===== src/rtl/arb_pkg.sv =====
// Shared types and constants for the instruction/data memory arbiter.
package arb_pkg;

  localparam int unsigned TIMEOUT_CYC_DEF = 255;
  localparam int unsigned ADDR_W          = 32;
  localparam int unsigned DATA_W          = 32;
  localparam int unsigned BMASK_W         = 4;

  typedef enum logic [1:0] {
    IDLE    = 2'd0,
    BUSY_IF = 2'd1,
    BUSY_DM = 2'd2
  } arb_state_e;

endpackage


===== src/rtl/mem_arbiter.sv =====
// Arbitrates fetch and data-memory requests onto one single-port memory bus.
// Data side wins ties; grants are non-preemptive and abort on timeout.
module mem_arbiter
  import arb_pkg::*;
#(
  parameter int unsigned TIMEOUT_CYC = TIMEOUT_CYC_DEF
) (
  input  logic               clk_i,
  input  logic               rst_ni,
  input  logic               if_req_i,
  input  logic [ADDR_W-1:0]  if_addr_i,
  output logic [DATA_W-1:0]  if_rdata_o,
  output logic               if_ack_o,
  input  logic               dm_rden_i,
  input  logic               dm_wren_i,
  input  logic [ADDR_W-1:0]  dm_addr_i,
  input  logic [DATA_W-1:0]  dm_wdata_i,
  input  logic [BMASK_W-1:0] dm_bmask_i,
  output logic [DATA_W-1:0]  dm_rdata_o,
  output logic               dm_ack_o,
  output logic               mem_req_o,
  output logic               mem_we_o,
  output logic [ADDR_W-1:0]  mem_addr_o,
  output logic [DATA_W-1:0]  mem_wdata_o,
  output logic [BMASK_W-1:0] mem_bmask_o,
  input  logic [DATA_W-1:0]  mem_rdata_i,
  input  logic               mem_ack_i,
  output logic               stall_if_o,
  output logic               stall_mem_o,
  output logic               err_o
);

  localparam int unsigned CNT_W = (TIMEOUT_CYC < 1) ? 1 : $clog2(TIMEOUT_CYC + 1);

  arb_state_e         state_q, state_d;
  logic [CNT_W-1:0]   cnt_q, cnt_d;
  logic               req_q, req_d;
  logic               we_q, we_d;
  logic [ADDR_W-1:0]  addr_q, addr_d;
  logic [DATA_W-1:0]  wdata_q, wdata_d;
  logic [BMASK_W-1:0] bmask_q, bmask_d;

  logic dm_any;
  logic busy;
  logic timeout;

  assign dm_any  = dm_rden_i | dm_wren_i;
  assign busy    = (state_q == BUSY_IF) || (state_q == BUSY_DM);
  assign timeout = busy && (cnt_q == CNT_W'(TIMEOUT_CYC));

  // Completion pulses: gated by reset and timeout, suppressed if the owner dropped its request
  assign if_ack_o   = rst_ni & (state_q == BUSY_IF) & mem_ack_i & ~timeout & if_req_i;
  assign dm_ack_o   = rst_ni & (state_q == BUSY_DM) & mem_ack_i & ~timeout & dm_any;
  assign if_rdata_o = if_ack_o ? mem_rdata_i : '0;
  assign dm_rdata_o = dm_ack_o ? mem_rdata_i : '0;
  assign err_o      = rst_ni & timeout;

  assign stall_if_o  = if_req_i & ~if_ack_o;
  assign stall_mem_o = dm_any & ~dm_ack_o;

  assign mem_req_o   = req_q;
  assign mem_we_o    = we_q;
  assign mem_addr_o  = addr_q;
  assign mem_wdata_o = wdata_q;
  assign mem_bmask_o = bmask_q;

  // Next-state, request-bus and timeout-counter logic
  always_comb begin
    state_d = state_q;
    cnt_d   = cnt_q;
    req_d   = req_q;
    we_d    = we_q;
    addr_d  = addr_q;
    wdata_d = wdata_q;
    bmask_d = bmask_q;
    case (state_q)
      IDLE: begin
        if (dm_any) begin
          state_d = BUSY_DM;
          cnt_d   = '0;
          req_d   = 1'b1;
          we_d    = dm_wren_i;
          addr_d  = dm_addr_i;
          wdata_d = dm_wdata_i;
          bmask_d = dm_bmask_i;
        end else if (if_req_i) begin
          state_d = BUSY_IF;
          cnt_d   = '0;
          req_d   = 1'b1;
          we_d    = 1'b0;
          addr_d  = if_addr_i;
          wdata_d = '0;
          bmask_d = '0;
        end
      end
      BUSY_IF, BUSY_DM: begin
        if (timeout || mem_ack_i) begin
          state_d = IDLE;
          cnt_d   = '0;
          req_d   = 1'b0;
          we_d    = 1'b0;
          addr_d  = '0;
          wdata_d = '0;
          bmask_d = '0;
        end else begin
          cnt_d = cnt_q + CNT_W'(1);
        end
      end
      default: begin
        state_d = IDLE;
        cnt_d   = '0;
        req_d   = 1'b0;
        we_d    = 1'b0;
        addr_d  = '0;
        wdata_d = '0;
        bmask_d = '0;
      end
    endcase
  end

  // All state on one synchronous active-low reset process
  always_ff @(posedge clk_i) begin
    if (!rst_ni) begin
      state_q <= IDLE;
      cnt_q   <= '0;
      req_q   <= 1'b0;
      we_q    <= 1'b0;
      addr_q  <= '0;
      wdata_q <= '0;
      bmask_q <= '0;
    end else begin
      state_q <= state_d;
      cnt_q   <= cnt_d;
      req_q   <= req_d;
      we_q    <= we_d;
      addr_q  <= addr_d;
      wdata_q <= wdata_d;
      bmask_q <= bmask_d;
    end
  end

endmodule


===== config.mk =====
export PLATFORM = sky130hd
export DESIGN_NAME = mem_arbiter
export DESIGN_NICKNAME = d
export VERILOG_FILES = /design/src/rtl/arb_pkg.sv /design/src/rtl/mem_arbiter.sv
export SDC_FILE = /design/constraint.sdc
export NUM_CORES = 1
export LEC_CHECK = 0
export BUFFER_PORTS_ARGS = -buffer_cell sky130_fd_sc_hd__buf_2
export CORE_UTILIZATION = 25
export DETAILED_ROUTE_END_ITERATION = 10
export HOLD_SLACK_MARGIN = 0.08
export PLACE_DENSITY_LB_ADDON = 0.05
export SETUP_SLACK_MARGIN = 0.02
export SYNTH_ARGS = -nofsm -noshare
export SYNTH_HDL_FRONTEND = slang
export SYNTH_SLANG_ARGS = --single-unit
export TNS_END_PERCENT = 1

===== constraint.sdc =====
create_clock -name clk_i -period 2.3 [get_ports clk_i]
set_input_delay 0.23 -clock clk_i [delete_from_list [all_inputs] [get_ports clk_i]]
set_output_delay 0.23 -clock clk_i [all_outputs]
set_load 0.03 [all_outputs]

# Word-level counts from Yosys, hierarchy flattened
# Cells that the tools add are included.
# Widths: inputs -> output; s select.
# word_totals
regBits	80
inputBits	138
output_inout_bits	139
wordCells	62
# classes
n_addsub	1
n_eq_ne	5
n_mux	28
n_bitwise	15
reduce_logical	6
# op_table
operator	n
$mux 32	7
$pmux 32 s2	2
$mux 8	3
$pmux 8 s2	1
$mux 4	3
$and 1x1->1	11
$add 8x1->8 const B	1
$eq 8x8->1 const B	1
$pmux 4 s2	1
$mux 2	3
$mux 1	5
$pmux 1 s2	2
$pmux 2 s2	1
$ne 3x3->1 const B	1
$not 1->1	3
$eq 2x1->1 const B	1
$eq 2x2->1 const B	1
$logic_not 2->1	1
$logic_or 1x1->1	2
$ne 2x2->1 const B	1
$reduce_and 2->1	1
$reduce_or 2->1	1
$logic_and 1x1->1	1
$or 1x1->1	1

# Depth between registers and ports, before layout
# depth
word_depth	8
mapped_depth	8

# Worst setup path before layout
# OpenSTA, ideal clock, no wires.
# synth_timing
kind	register to output
start	reg state_q[0]
end	out dm_rdata_o[22]
t_arrival_ps	1958
required_ps	2070
setup_slack_ps	112
stages_incl_launch_ff	8
n_path_buf	1
path_cell_list	dfxtp_1 -> inv_1 -> ha_1 -> nand4_1 -> nor2_2 -> nor4b_2 -> buf_2 -> and2_1
# synth_between
elab_chain_len	7
# synth_lines
item	line_no	rtl
start, declared	mem_arbiter.sv:35	arb_state_e state_q, state_d;
start signal, assigned	mem_arbiter.sv:132	state_q <= state_d;
branches (longest 4 deep; another with $eq 2x2->1)	-	
$and 1x1->1 (*) (2 in a row)	mem_arbiter.sv:53	assign dm_ack_o = rst_ni & (state_q == BUSY_DM) & mem_ack_i & ~timeout & dm_any;
net dm_ack_o	mem_arbiter.sv:20	output logic dm_ack_o,
$mux 32 (*)	mem_arbiter.sv:55	assign dm_rdata_o = dm_ack_o ? mem_rdata_i : '0;
end, declared	mem_arbiter.sv:19	output logic [DATA_W-1:0] dm_rdata_o,
# Mark *: on every way through the listed nets, which the timed path passes.

# Worst setup path after layout
# layout_timing
start	reg state_q[0]
end	out dm_rdata_o[16]
# layout_between
elab_chain_len	7
# layout_lines
item	line_no
branches (longest 4 deep; another with $eq 2x2->1)	-
$and 1x1->1 (*) (2 in a row)	mem_arbiter.sv:53
$mux 32 (*)	mem_arbiter.sv:55
# Mark *: on every way between the ends.

==> impl_metrics.env <==
export IMPL_worst_slew_pin_slew_ps=837
export IMPL_timing_fmax_ghz=0.426
export IMPL_synth_top_area_frac=0.384
export IMPL_ios=277
export IMPL_avgViaCountPerCell=4.72
export IMPL_netlist_area_um2=4170
export IMPL_ff2ff_path_depth=7
export IMPL_globalRouteOverflowTotal=0
export IMPL_worst_skew_pair_late_latency_ps=340
export IMPL_edff_count_synth=0
export IMPL_cts_max_level=3
export IMPL_clk_skew_ps=8.30
export IMPL_fp_dieArea_um2=17200
export IMPL_finalWeightedCongestion=0.901
export IMPL_post_synth_inst_count=442
export IMPL_core_region_area_um2=16100
export IMPL_synth_largest_area_cell="sky130_fd_sc_hd__dfxtp_1"
export IMPL_hold_path_startpoint="dm_wdata_i[30]"
export IMPL_synth_ff_latch_count=80
export IMPL_yosys_cell_count_top_type="sky130_fd_sc_hd__dfxtp_1"
export IMPL_instances_no_fill=947
export IMPL_fin_crit_sh=1.02
export IMPL_syn_to_final_growth_pct=64.2
export IMPL_ant_nets=0
export IMPL_synth_nets=584
export IMPL_grt_max_degree=42
export IMPL_numClockSinks=80
export IMPL_vias_in_the_first_global_route=4448
export IMPL_critical_path_class="register to primary output"
export IMPL_core_rowCount=46
export IMPL_post_place_ws_ps=191
export IMPL_die_width_um=131
export IMPL_status="finished with violations"
export IMPL_peakVddDrop_mv=0.325
export IMPL_dpl_cell_count=912
export IMPL_ctsRootBufferMaster="sky130_fd_sc_hd__clkbuf_16"
export IMPL_maxcap_violations=0
export IMPL_synth_async_reset_ratio=0
export IMPL_final_setup_tns_ps=-671
export IMPL_final_fill_count=1571
export IMPL_initial_core_util=0.260
export IMPL_finalInstanceArea_um2=6850
export IMPL_finish_net_count=864
export IMPL_drv_slew=0
export IMPL_ys_flop_type="sky130_fd_sc_hd__dfxtp_1"
export IMPL_cp_data_required_time_ps=2070
export IMPL_hold_path_class="primary input to register"
export IMPL_cts_inserted_buffers=9
export IMPL_wire_per_inst_um=16.3
export IMPL_yosys_warnings=0
export IMPL_post_route_cells_drive_above_1_share=0.560
export IMPL_holdPathStages=2
export IMPL_timing_critical_path_arrival_ps=2120
export IMPL_cts_tree="built"
export IMPL_critical_path_source_type="register"
export IMPL_grt_pass1_wl_um=24000
export IMPL_clock_tree_buffer_depth=2
export IMPL_violations="negative setup slack"
export IMPL_dp_hpwl_um=10600
export IMPL_hold_viol=0
export IMPL_crit_end_category="primary output"
export IMPL_grt_antenna_before_repair=4
export IMPL_yosysSeqAreaShare=0.384
export IMPL_post_synth_num_cell_types=47
export IMPL_synth_area_leaders="sky130_fd_sc_hd__dfxtp_1 38%, sky130_fd_sc_hd__and2_1 9.9%, sky130_fd_sc_hd__mux2i_1 7.7%"
export IMPL_post_route_worst_setup_slack_ps=-45.9
export IMPL_synth_top_cells_by_count="80 x sky130_fd_sc_hd__dfxtp_1, 66 x sky130_fd_sc_hd__and2_1, 33 x sky130_fd_sc_hd__nand2_1, 32 x sky130_fd_sc_hd__mux2i_1, 28 x sky130_fd_sc_hd__nand4_1"
export IMPL_count_of_buffers_from_port_buffering=276
export IMPL_clk_pin_slew_ps=60
export IMPL_finalSetupViolations=25
export IMPL_r2r_setup_slack_ps=300
export IMPL_syn_avg_cell_area_um2=9.44
export IMPL_drt_wl_total_um=15500
export IMPL_worstReg2RegEnd="mem_bmask_o[3]$_SDFFE_PN0P_"
export IMPL_power_density_nw_per_um2=735
export IMPL_crit_fanout=8
export IMPL_power_static_leakage_nw=3.16
export IMPL_route_detailed_drc=0
export IMPL_grt_setup_unrepaired="true"
export IMPL_slew_limit_headroom=0.442
export IMPL_post_route_min_period_ps=2350
export IMPL_vias=4469
export IMPL_track_usage=0.176
export IMPL_drt_first_pass_iters=4
export IMPL_count_of_routing_violations_after_the_opening_detailed_route_iteration=136
export IMPL_detailed_place_area_um2=5840
export IMPL_min_to="mem_wdata_o[30]$_SDFFE_PN0P_"
export IMPL_die_y_um=131
export IMPL_regToRegStartpoint="state_q[0]$_SDFFE_PN0P_"
-- metrics by stage --
step | hold WS (ps) | utilization | total power, mW
6_report | 105 | 0.427 | 5.04
5_1_grt | 105 | 0.427 | 5.30
4_1_cts | 89.4 | 0.422 | 5.09
3_5_place_dp | 441 | 0.364 | 3.39
3_3_place_gp | 439 | 0.364 | 3.38
2_1_floorplan | 363 | - | 2.80
-- repair_timing --
action | in CTS | in global routing
gates resized for setup | 160 | 11
setup endpoints to repair | 66 | 65
hold buffers | 0 | 0
pin swaps | 13 | 18
gates cloned | 3 | 0
buffers inserted | 8 | 6
-- cell usage in the layout, fill, tap and decap left out, drive strengths merged, types with 2 or more instances in the layout --
cell type / n
a21oi: 8
mux2i: 32
o31ai: 32
ha: 4
o21ai: 30
clkinvlp: 2
nand3: 4
nand4: 29
dfxtp: 80
or4: 2
bufinv: 2
and2: 66
nand2: 34
nor3: 4
clkbuf: 12
a22o: 10
buf: 312
xnor2: 3
nor2: 9
nor4b: 2
o211ai: 32
diode: 4
clkinv: 2
inv: 2
-- logic make-up after synthesis --
kind of cell               count (synthesis)  share of synthesized area
muxes                                     32                     0.0768
adders and majority gates                  4                     0.0120
and+or+nand+nor                          156                      0.225
buffers and inverters                     47                     0.0582
AOI/OAI and AO/OA                        120                      0.238
DFF                                       80                      0.384
xor gates and xnor gates                   3                    0.00630
-- where the power goes --
group          total [mW]  switching (mW)  internal [mW]
clock network        1.56           0.578          0.979
registers            1.71           0.112           1.59
logic                1.77            1.12          0.650
total                5.04            1.81           3.22
-- cell type report --
class                      instances  area [µm²]  area share
multi-input combinational        315        2430       0.355
inverter                           3        11.3     0.00164
timing repair buffer             313        2200       0.321
clock buffer                      11         243      0.0354
tap                              216         270      0.0394
clock inverter                     5        80.1      0.0117
antenna                            4        10.0     0.00146
sequential                        80        1600       0.234
-- worst max path at each step --
| stage | from | to | slack [ps] | cells past startpoint |
|---|---|---|---|---|
| 2_1_floorplan | state_q[0]$_SDFFE_PN0P_ | dm_rdata_o[22] | 110 | 7 |
| 3_3_place_gp | state_q[0]$_SDFFE_PN0P_ | mem_bmask_o[3]$_SDFFE_PN0P_ | 250 | 7 |
| 3_5_place_dp | state_q[0]$_SDFFE_PN0P_ | mem_bmask_o[3]$_SDFFE_PN0P_ | 190 | 7 |
| 4_1_cts | state_q[0]$_SDFFE_PN0P_ | dm_rdata_o[27] | -20 | 9 |
| 5_1_grt | state_q[0]$_SDFFE_PN0P_ | dm_rdata_o[16] | -170 | 10 |
| 6_report | state_q[0]$_SDFFE_PN0P_ | dm_rdata_o[16] | -50 | 10 |
-- critical path: stages, from the launching register on --
cell and delay [ps]:
sky130_fd_sc_hd__dfxtp_2 340, sky130_fd_sc_hd__inv_2 50, sky130_fd_sc_hd__ha_4 230, sky130_fd_sc_hd__nand4_1 140
sky130_fd_sc_hd__nor2_4 60, sky130_fd_sc_hd__nor4b_4 290, sky130_fd_sc_hd__buf_4 180, sky130_fd_sc_hd__buf_12 100
sky130_fd_sc_hd__buf_16 110, sky130_fd_sc_hd__and2_4 150, sky130_fd_sc_hd__buf_6 130
-- flip-flops by register name (all words and copies together), names as in the netlist --
name and flops:
mem_addr_o 32, mem_req_o 1, cnt_q 8, mem_wdata_o 32, mem_bmask_o 4, state_q 2
mem_we_o 1
-- per-layer routing --
metal	wire length, µm	share of wire	vias to the layer above	GRT usage
met5	0	0	-	0
met4	437	0.028	0	0.0908
met3	1290	0.084	25	0.0540
met2	7770	0.50	230	0.306
met1	5950	0.39	2037	0.192
li1	-	-	2177	-
No activity file was read; power rests on OpenSTA's default activity.
